## config.mk

```make
export PLATFORM = sky130hd
export DESIGN_NAME = taus_combined_gen
export DESIGN_NICKNAME = d
export VERILOG_FILES = /design/src/rtl/taus_combined_gen.sv
export SDC_FILE = /design/constraint.sdc
export NUM_CORES = 1
export LEC_CHECK = 0
export ABC_AREA = 1
export CELL_PAD_IN_SITES_DETAIL_PLACEMENT = 0
export CELL_PAD_IN_SITES_GLOBAL_PLACEMENT = 1
export CORE_AREA = 2 2 128 130
export DETAILED_ROUTE_END_ITERATION = 12
export DIE_AREA = 0 0 130 132
export GPL_TIMING_DRIVEN = 0
export PLACE_DENSITY = 0.9
export SYNTH_ARGS = -nofsm -noshare
export SYNTH_HDL_FRONTEND = slang
export SYNTH_SLANG_ARGS = --single-unit
```

## constraint.sdc

```tcl
create_clock -name clk -period 7.85 [get_ports clk]
set_clock_uncertainty 0.1 [all_clocks]
set_input_delay 1.57 -clock clk [delete_from_list [all_inputs] [get_ports clk]]
set_output_delay 1.57 -clock clk [all_outputs]
set_load 0.02 [all_outputs]
```

## src/rtl/taus_combined_gen.sv

```systemverilog
// taus_combined_gen: three-component combined Tausworthe generator (taus88 form)
// with runtime reseed, post-seed warm-up discard and valid/ready output.
`default_nettype none

module taus_combined_gen #(
    parameter logic [31:0] SEED1  = 32'd12345,
    parameter logic [31:0] SEED2  = 32'd12345,
    parameter logic [31:0] SEED3  = 32'd12345,
    parameter logic [31:0] C1     = 32'hFFFFFFFE,
    parameter logic [31:0] C2     = 32'hFFFFFFF8,
    parameter logic [31:0] C3     = 32'hFFFFFFF0,
    parameter int          Q1     = 13,
    parameter int          Q2     = 2,
    parameter int          Q3     = 3,
    parameter int          R1     = 19,
    parameter int          R2     = 25,
    parameter int          R3     = 11,
    parameter int          S1     = 12,
    parameter int          S2     = 4,
    parameter int          S3     = 17,
    parameter logic [31:0] MIN1   = 32'd2,
    parameter logic [31:0] MIN2   = 32'd8,
    parameter logic [31:0] MIN3   = 32'd16,
    parameter int          WARMUP = 8
) (
    input  logic        clk,
    input  logic        rst,
    input  logic        seed_load,
    input  logic [31:0] seed1,
    input  logic [31:0] seed2,
    input  logic [31:0] seed3,
    input  logic        out_ready,
    output logic        out_valid,
    output logic [31:0] out_data,
    output logic        warming
);

    localparam int CW = (WARMUP > 0) ? $clog2(WARMUP + 1) : 1;
    localparam logic [CW-1:0] CNT_LAST = CW'((WARMUP > 0) ? (WARMUP - 1) : 0);

    typedef enum logic [0:0] {
        ST_WARMUP = 1'b0,
        ST_RUN    = 1'b1
    } state_t;

    localparam state_t ST_INIT = (WARMUP == 0) ? ST_RUN : ST_WARMUP;

    function automatic logic [31:0] taus_step(
        input logic [31:0] s,
        input logic [31:0] c,
        input int          q,
        input int          r,
        input int          sh
    );
        logic [31:0] fb;
        fb = ((s << q) ^ s) >> r;
        return ((s & c) << sh) ^ fb;
    endfunction

    // Seeds below the component minimum would lock up or degrade; offset them.
    function automatic logic [31:0] sanitise(input logic [31:0] seed, input logic [31:0] min);
        return (seed < min) ? (seed + min) : seed;
    endfunction

    state_t        state_q;
    logic [CW-1:0] cnt_q;
    logic [31:0]   s1_q, s2_q, s3_q;
    logic [31:0]   s1_d, s2_d, s3_d;
    logic          valid_q;
    logic          warming_q;

    assign s1_d = taus_step(s1_q, C1, Q1, R1, S1);
    assign s2_d = taus_step(s2_q, C2, Q2, R2, S2);
    assign s3_d = taus_step(s3_q, C3, Q3, R3, S3);

    always_ff @(posedge clk or posedge rst) begin
        if (rst) begin
            s1_q      <= sanitise(SEED1, MIN1);
            s2_q      <= sanitise(SEED2, MIN2);
            s3_q      <= sanitise(SEED3, MIN3);
            cnt_q     <= '0;
            state_q   <= ST_INIT;
            valid_q   <= 1'b0;
            warming_q <= (WARMUP != 0);
        end else if (seed_load) begin
            s1_q      <= sanitise(seed1, MIN1);
            s2_q      <= sanitise(seed2, MIN2);
            s3_q      <= sanitise(seed3, MIN3);
            cnt_q     <= '0;
            state_q   <= ST_INIT;
            valid_q   <= (WARMUP == 0);
            warming_q <= (WARMUP != 0);
        end else begin
            case (state_q)
                ST_WARMUP: begin
                    s1_q <= s1_d;
                    s2_q <= s2_d;
                    s3_q <= s3_d;
                    if (cnt_q == CNT_LAST) begin
                        cnt_q     <= '0;
                        state_q   <= ST_RUN;
                        valid_q   <= 1'b1;
                        warming_q <= 1'b0;
                    end else begin
                        cnt_q <= cnt_q + 1'b1;
                    end
                end
                ST_RUN: begin
                    // valid_q trails state by one edge only right after a WARMUP=0 reset.
                    valid_q   <= 1'b1;
                    warming_q <= 1'b0;
                    if (valid_q && out_ready) begin
                        s1_q <= s1_d;
                        s2_q <= s2_d;
                        s3_q <= s3_d;
                    end
                end
                default: begin
                    state_q <= ST_INIT;
                end
            endcase
        end
    end

    assign out_valid = valid_q;
    assign warming   = warming_q;
    assign out_data  = s1_q ^ s2_q ^ s3_q;

endmodule

`default_nettype wire

```

After elaboration in Yosys (flattened, before gate mapping)
Cells that the tools add are included.
{ "op_classes": {"eq_ne": 4, "n_mux": 24, "n_reduce_logical": 1, "magnitude_cmp": 3, "bitwise_logic": 9, "addsub": 4} }
{ "ops": {"columns": ["op", "n"], "rows": [
  ["2-to-1 mux 32 bit", 9],
  ["one-hot mux 32 bit (2 select lines)", 3],
  ["XOR 32 bit", 5],
  ["adder 32 x 2 -> 32 bit, second input constant", 1],
  ["adder 32 x 4 -> 32 bit, second input constant", 1],
  ["adder 32 x 5 -> 32 bit, second input constant", 1],
  ["less-than comparator 32 x 2 -> 1 bit, second input constant", 1],
  ["less-than comparator 32 x 4 -> 1 bit, second input constant", 1],
  ["less-than comparator 32 x 5 -> 1 bit, second input constant", 1],
  ["XOR 32 x 13 -> 32 bit", 1],
  ["XOR 32 x 21 -> 32 bit", 1],
  ["XOR 32 x 7 -> 32 bit", 1],
  ["2-to-1 mux 4 bit", 3],
  ["2-to-1 mux 1 bit", 7],
  ["adder 4 x 1 -> 4 bit, second input constant", 1],
  ["== test 4 x 3 -> 1 bit, second input constant", 1],
  ["one-hot mux 1 bit (2 select lines)", 2],
  ["!= test 3 x 2 -> 1 bit, second input constant", 1],
  ["!= test 3 bit, second input constant", 1],
  ["!= test 2 bit, second input constant", 1],
  ["logical AND 1 bit", 1],
  ["NOT 1 bit", 1]
]} }
{ "word_totals": {"ff_bits": 103, "out_inout_bits": 34} }

Depth between registers and ports, before layout
{ "depth": {"depth_word": 5, "ltp_mapped": 10, "mapped_depth_nobuf": 10} }

Least setup slack after synthesis
No wires, ideal clock.
{ "synth_timing": {"kind": "reg-to-output", "from": "register s1_q[13]", "to": "output out_data[13]", "arrival_time_ns": 1.037, "path_stages_with_launch": 3, "setup_slack_ns": 5.143, "t_required_ns": 6.180, "path_cell_list": "dfstp_2 > xnor2_1 > xor2_1"} }
{ "synth_via": {"elab_chain_cells": 2} }
{ "synth_rtl": {"columns": ["item", "line", "rtl"], "rows": [
  ["from (decl)", "67", "logic [31:0] s1_q, s2_q, s3_q;"],
  ["from (signal assigned)", "78", "s1_q <= sanitise(SEED1, MIN1);"],
  ["from (signal assigned)", "86", "s1_q <= sanitise(seed1, MIN1);"],
  ["XOR 32 bit (2 in series)", "127", "assign out_data = s1_q ^ s2_q ^ s3_q;"],
  ["to (decl)", "34", "output logic [31:0] out_data,"]
]} }
Every way passes these cells.

Worst setup path in the final report
{ "layout_timing": {"from": "register s3_q[30]", "to": "output out_data[30]"} }
{ "layout_via": {"elab_chain_cells": 1} }
{ "layout_rtl": {"columns": ["item", "line", "rtl"], "rows": [
  ["from (decl)", "67", null],
  ["from (signal assigned)", "80", "s3_q <= sanitise(SEED3, MIN3);"],
  ["from (signal assigned)", "88", "s3_q <= sanitise(seed3, MIN3);"],
  ["XOR 32 bit", "127", null]
]} }
Every way passes these cells.

==> impl_metrics.ini <==
[run_status]
run_status = finished, final reports clean

[routing]
vias = 6368
dr.pass1.iters = 8
number_of_vias_per_cell_after_detailed_routing = 5.36
drc = 0
detailedRoute.firstIterationViolations = 720
routedWlPerCell_um = 20.0
final_antenna_net_count = 0
routed_wl_mm = 23.7

[critical_path]
setup.worst_path.end = out_data[30]
worstPathMaxFanout = 4
crit_type = register to output pin
path_delay_family = XOR/XNOR gates
critical_path.cell_chain = xnor2_1 > xor2_1 > clkdlybuf4s50_1
critPathCaptureType = output pin
rr_startpoint = state_q$_DFF_PP0_
setup.worst_path.start = s3_q[30]$_DFFE_PP0P_
critical_path_buf_inv_count = 1
r2r.worst_path.cells = 8
cp.arrival_ns = 2.09
r2r_slack_ns = 6.08
cp_slowest_cell = sky130_fd_sc_hd__clkdlybuf4s50_1
crit-reg2reg-capture = s2_q[26]$_DFFE_PP0P_
cp_slowest_stage_delay_ns = 0.63
critPathRequiredTime_ns = 6.18
worstSetupPathDepth = 3
worst_setup_path_start_kind = register

[clock_network]
postCtsSetupBuffers = 0
quantity_of_hold_fixing_buffers_added_after_cts = 0
cts_sinks = 103
clock_tree.root_cell = sky130_fd_sc_hd__clkbuf_16
ctsLongestPathBuffers = 2
cts.reportedPaths.clkPinSlew_ns = 0.07
clock_tree_from_tritoncts = built
cts_inserted_buffers = 9
cts_htree_levels = 3
worst_skew_pair.late_latency_ns = 0.36
postCtsResizedCells = 0

[finish]
antenna-diode-count = 0
post-route-util = 0.518
finish.net_count = 1073
area.growth.synth_to_final_pct = 30.7
drive_above_1_share = 0.0740

[yosys]
seq_total_area_yosys = 0.418
ys.warnings.count = 0
synth_cell_types = 28
postSynthRegisterBits = 103
syn-mean-instance-area_um2 = 7.56
synth_area_leader_cell = sky130_fd_sc_hd__dfrtp_1
yosys-top-cells-area = sky130_fd_sc_hd__dfrtp_1 (34%), sky130_fd_sc_hd__o21ai_0 (8.5%), sky130_fd_sc_hd__dfstp_2 (8.0%), sky130_fd_sc_hd__nand2_1 (7.3%), sky130_fd_sc_hd__inv_1 (6.4%)
postSynthCellCount = 824
yosysTopAreaCellShare = 0.338
mappedNetlistArea_um2 = 6230
synth_fp_nets = 929

[sta]
fmax_mhz = 266
layout_min_cycle_time_ns = 3.76
final_hold_violation_count = 0
finalSetupTns_ns = 0
setup_viol = 0
max_slew_margin = 0.579
fin_crit_sh = 0.479
rsz0062_at_grt = false
final-max-slew-violation-count = 0
worstMarginPinSlew_ns = 0.632

[run]
drv.max_cap_violation_count = 0

[hold_path]
worst_hold_path_type = register to register
min-delay-start = warming$_DFFE_PP1P_

[floorplan]
die_x_um = 130
core-area_um2 = 15700
initial_util = 0.396
design.portCount = 134
die_outline_height_um = 132
die_area_um2 = 17200
row_count = 46

[power_and_ir_drop]
powerDensity_nw_per_um2 = 233
power.ir.vdd_worst_mv = 0.129
leakagePower_uw = 0.00356

[placed_design]
port_buffers = 132
dp_hpwl_mm = 18.3
final_weighted_congestion_of_routability_driven_global_placement = 0.940

[global_route]
grt_start_max_net_pins = 71
first_pass_grt_wire_length_mm = 35.7
sum_of_overflow_across_all_layers_after_global_routing = 0
grt_antenna_before_repair = 0
grt_pass1_vias = 6162
global_route.usage.total = 0.281
[worst min path at each step]
stage	to	slack [ns]	depth (start not counted)
after floorplan	s3_q[29]$_DFFE_PP0P_	0.35	2
after global placement	warming$_DFFE_PP1P_	0.36	2
after detailed placement	warming$_DFFE_PP1P_	0.36	2
after CTS	warming$_DFFE_PP1P_	0.37	2
after global routing	warming$_DFFE_PP1P_	0.40	2
final	warming$_DFFE_PP1P_	0.37	2
[tightest hold or removal path: cells and delay by family (launching register included)]
kind	cells	cell delay, ns
and+or+nand+nor	2	0.09
DFF	1	0.37
[through the flow]
| stage | setup slack, ns | cells | total power (uW) | instance area, um^2 | hold slack, ns |
|---|---|---|---|---|---|
| after floorplan | 3.51 | 824 | 1080 | 6230 | 0.353 |
| after global placement | 1.77 | 1172 | 1420 | 7820 | 0.356 |
| after detailed placement | 4.49 | 1173 | 1430 | 7850 | 0.362 |
| after CTS | 4.11 | 1189 | 1890 | 8140 | 0.373 |
| after global routing | 4.10 | 1189 | 1980 | 8140 | 0.405 |
| final | 4.09 | 1189 | 1890 | 8140 | 0.369 |
[cells by family (layout without fill, tap and decap cells)]
kind of cell / after synthesis / in the layout / share of synthesized area
buffers and inverters: 150 / 299 / 0.101
adders and majority gates: 5 / 5 / 0.0100
xor gates and xnor gates: 67 / 67 / 0.0942
DFF: 103 / 103 / 0.418
and+or+nand+nor: 227 / 227 / 0.144
AOI/OAI and AO/OA: 272 / 272 / 0.233
[state kept, by name (all words and copies together), names as in the netlist]
register and cells:
cnt_q 4, out_valid 1, s1_q 32, s2_q 32, s3_q 32, state_q 1
warming 1
[metal layers]
| layer | wire length (um) | vias up | global-route usage | share of wire |
|---|---|---|---|---|
| met2 | 10900 | 347 | 0.442 | 0.46 |
| li1 | - | 2977 | - | - |
| met5 | 0 | - | 0 | 0 |
| met1 | 9790 | 3004 | 0.387 | 0.41 |
| met3 | 2240 | 40 | 0.0386 | 0.094 |
| met4 | 830 | 0 | 0.115 | 0.035 |
[cell usage after synthesis]
cell and instances:
sky130_fd_sc_hd__buf_6 3, sky130_fd_sc_hd__nand2_1 121, sky130_fd_sc_hd__ha_1 5, sky130_fd_sc_hd__a22oi_1 1, sky130_fd_sc_hd__a31oi_1 6, sky130_fd_sc_hd__nand2_4 1, sky130_fd_sc_hd__a221oi_1 3, sky130_fd_sc_hd__dfrtp_1 84
sky130_fd_sc_hd__inv_4 1, sky130_fd_sc_hd__nand3_1 14, sky130_fd_sc_hd__clkbuf_1 6, sky130_fd_sc_hd__inv_1 107, sky130_fd_sc_hd__nor3b_1 1, sky130_fd_sc_hd__o22ai_1 11, sky130_fd_sc_hd__xnor2_1 43, sky130_fd_sc_hd__clkbuf_2 1
sky130_fd_sc_hd__o21bai_1 1, sky130_fd_sc_hd__inv_2 1, sky130_fd_sc_hd__nor2_8 1, sky130_fd_sc_hd__xor2_1 24, sky130_fd_sc_hd__a21oi_1 77, sky130_fd_sc_hd__o21a_1 2, sky130_fd_sc_hd__buf_2 31, sky130_fd_sc_hd__dfstp_2 19
sky130_fd_sc_hd__o21ai_1 46, sky130_fd_sc_hd__o211ai_1 19, sky130_fd_sc_hd__nor2_1 89, sky130_fd_sc_hd__o21ai_0 106
[where the power goes]
part	switching, uW	internal, uW	total, uW	leakage [uW]
combinational	403	320	723	0.00222
sequential	86.7	621	708	0.00119
clock	205	257	461	0.000141
[layout make-up]
class,count,area [um^2]
multi-input combinational,571,3000
clock buffer,14,254
buffer,41,216
tap,216,270
inverter,109,414
sequential,103,2600
fill,1592,7570
clock inverter,2,35.0
timing repair buffer,133,1350
[cells in the final DEF, fill, tap and decap left out, types with 5 or more instances in the layout]
cell type / Yosys / routed
sky130_fd_sc_hd__ha_1: 5 / 5
sky130_fd_sc_hd__nand3_1: 14 / 14
sky130_fd_sc_hd__clkdlybuf4s50_1: 0 / 132
sky130_fd_sc_hd__xnor2_1: 43 / 43
sky130_fd_sc_hd__xor2_1: 24 / 24
sky130_fd_sc_hd__clkbuf_1: 6 / 10
sky130_fd_sc_hd__buf_2: 31 / 31
sky130_fd_sc_hd__a31oi_1: 6 / 6
sky130_fd_sc_hd__inv_1: 107 / 106
sky130_fd_sc_hd__nor2_1: 89 / 89
sky130_fd_sc_hd__dfstp_2: 19 / 19
sky130_fd_sc_hd__clkbuf_16: 0 / 9
sky130_fd_sc_hd__nand2_1: 121 / 121
sky130_fd_sc_hd__o21ai_0: 106 / 106
sky130_fd_sc_hd__dfrtp_1: 84 / 84
sky130_fd_sc_hd__a21oi_1: 77 / 77
sky130_fd_sc_hd__o211ai_1: 19 / 19
sky130_fd_sc_hd__o22ai_1: 11 / 11
sky130_fd_sc_hd__o21ai_1: 46 / 46
No activity file was read; power rests on OpenSTA's default activity.
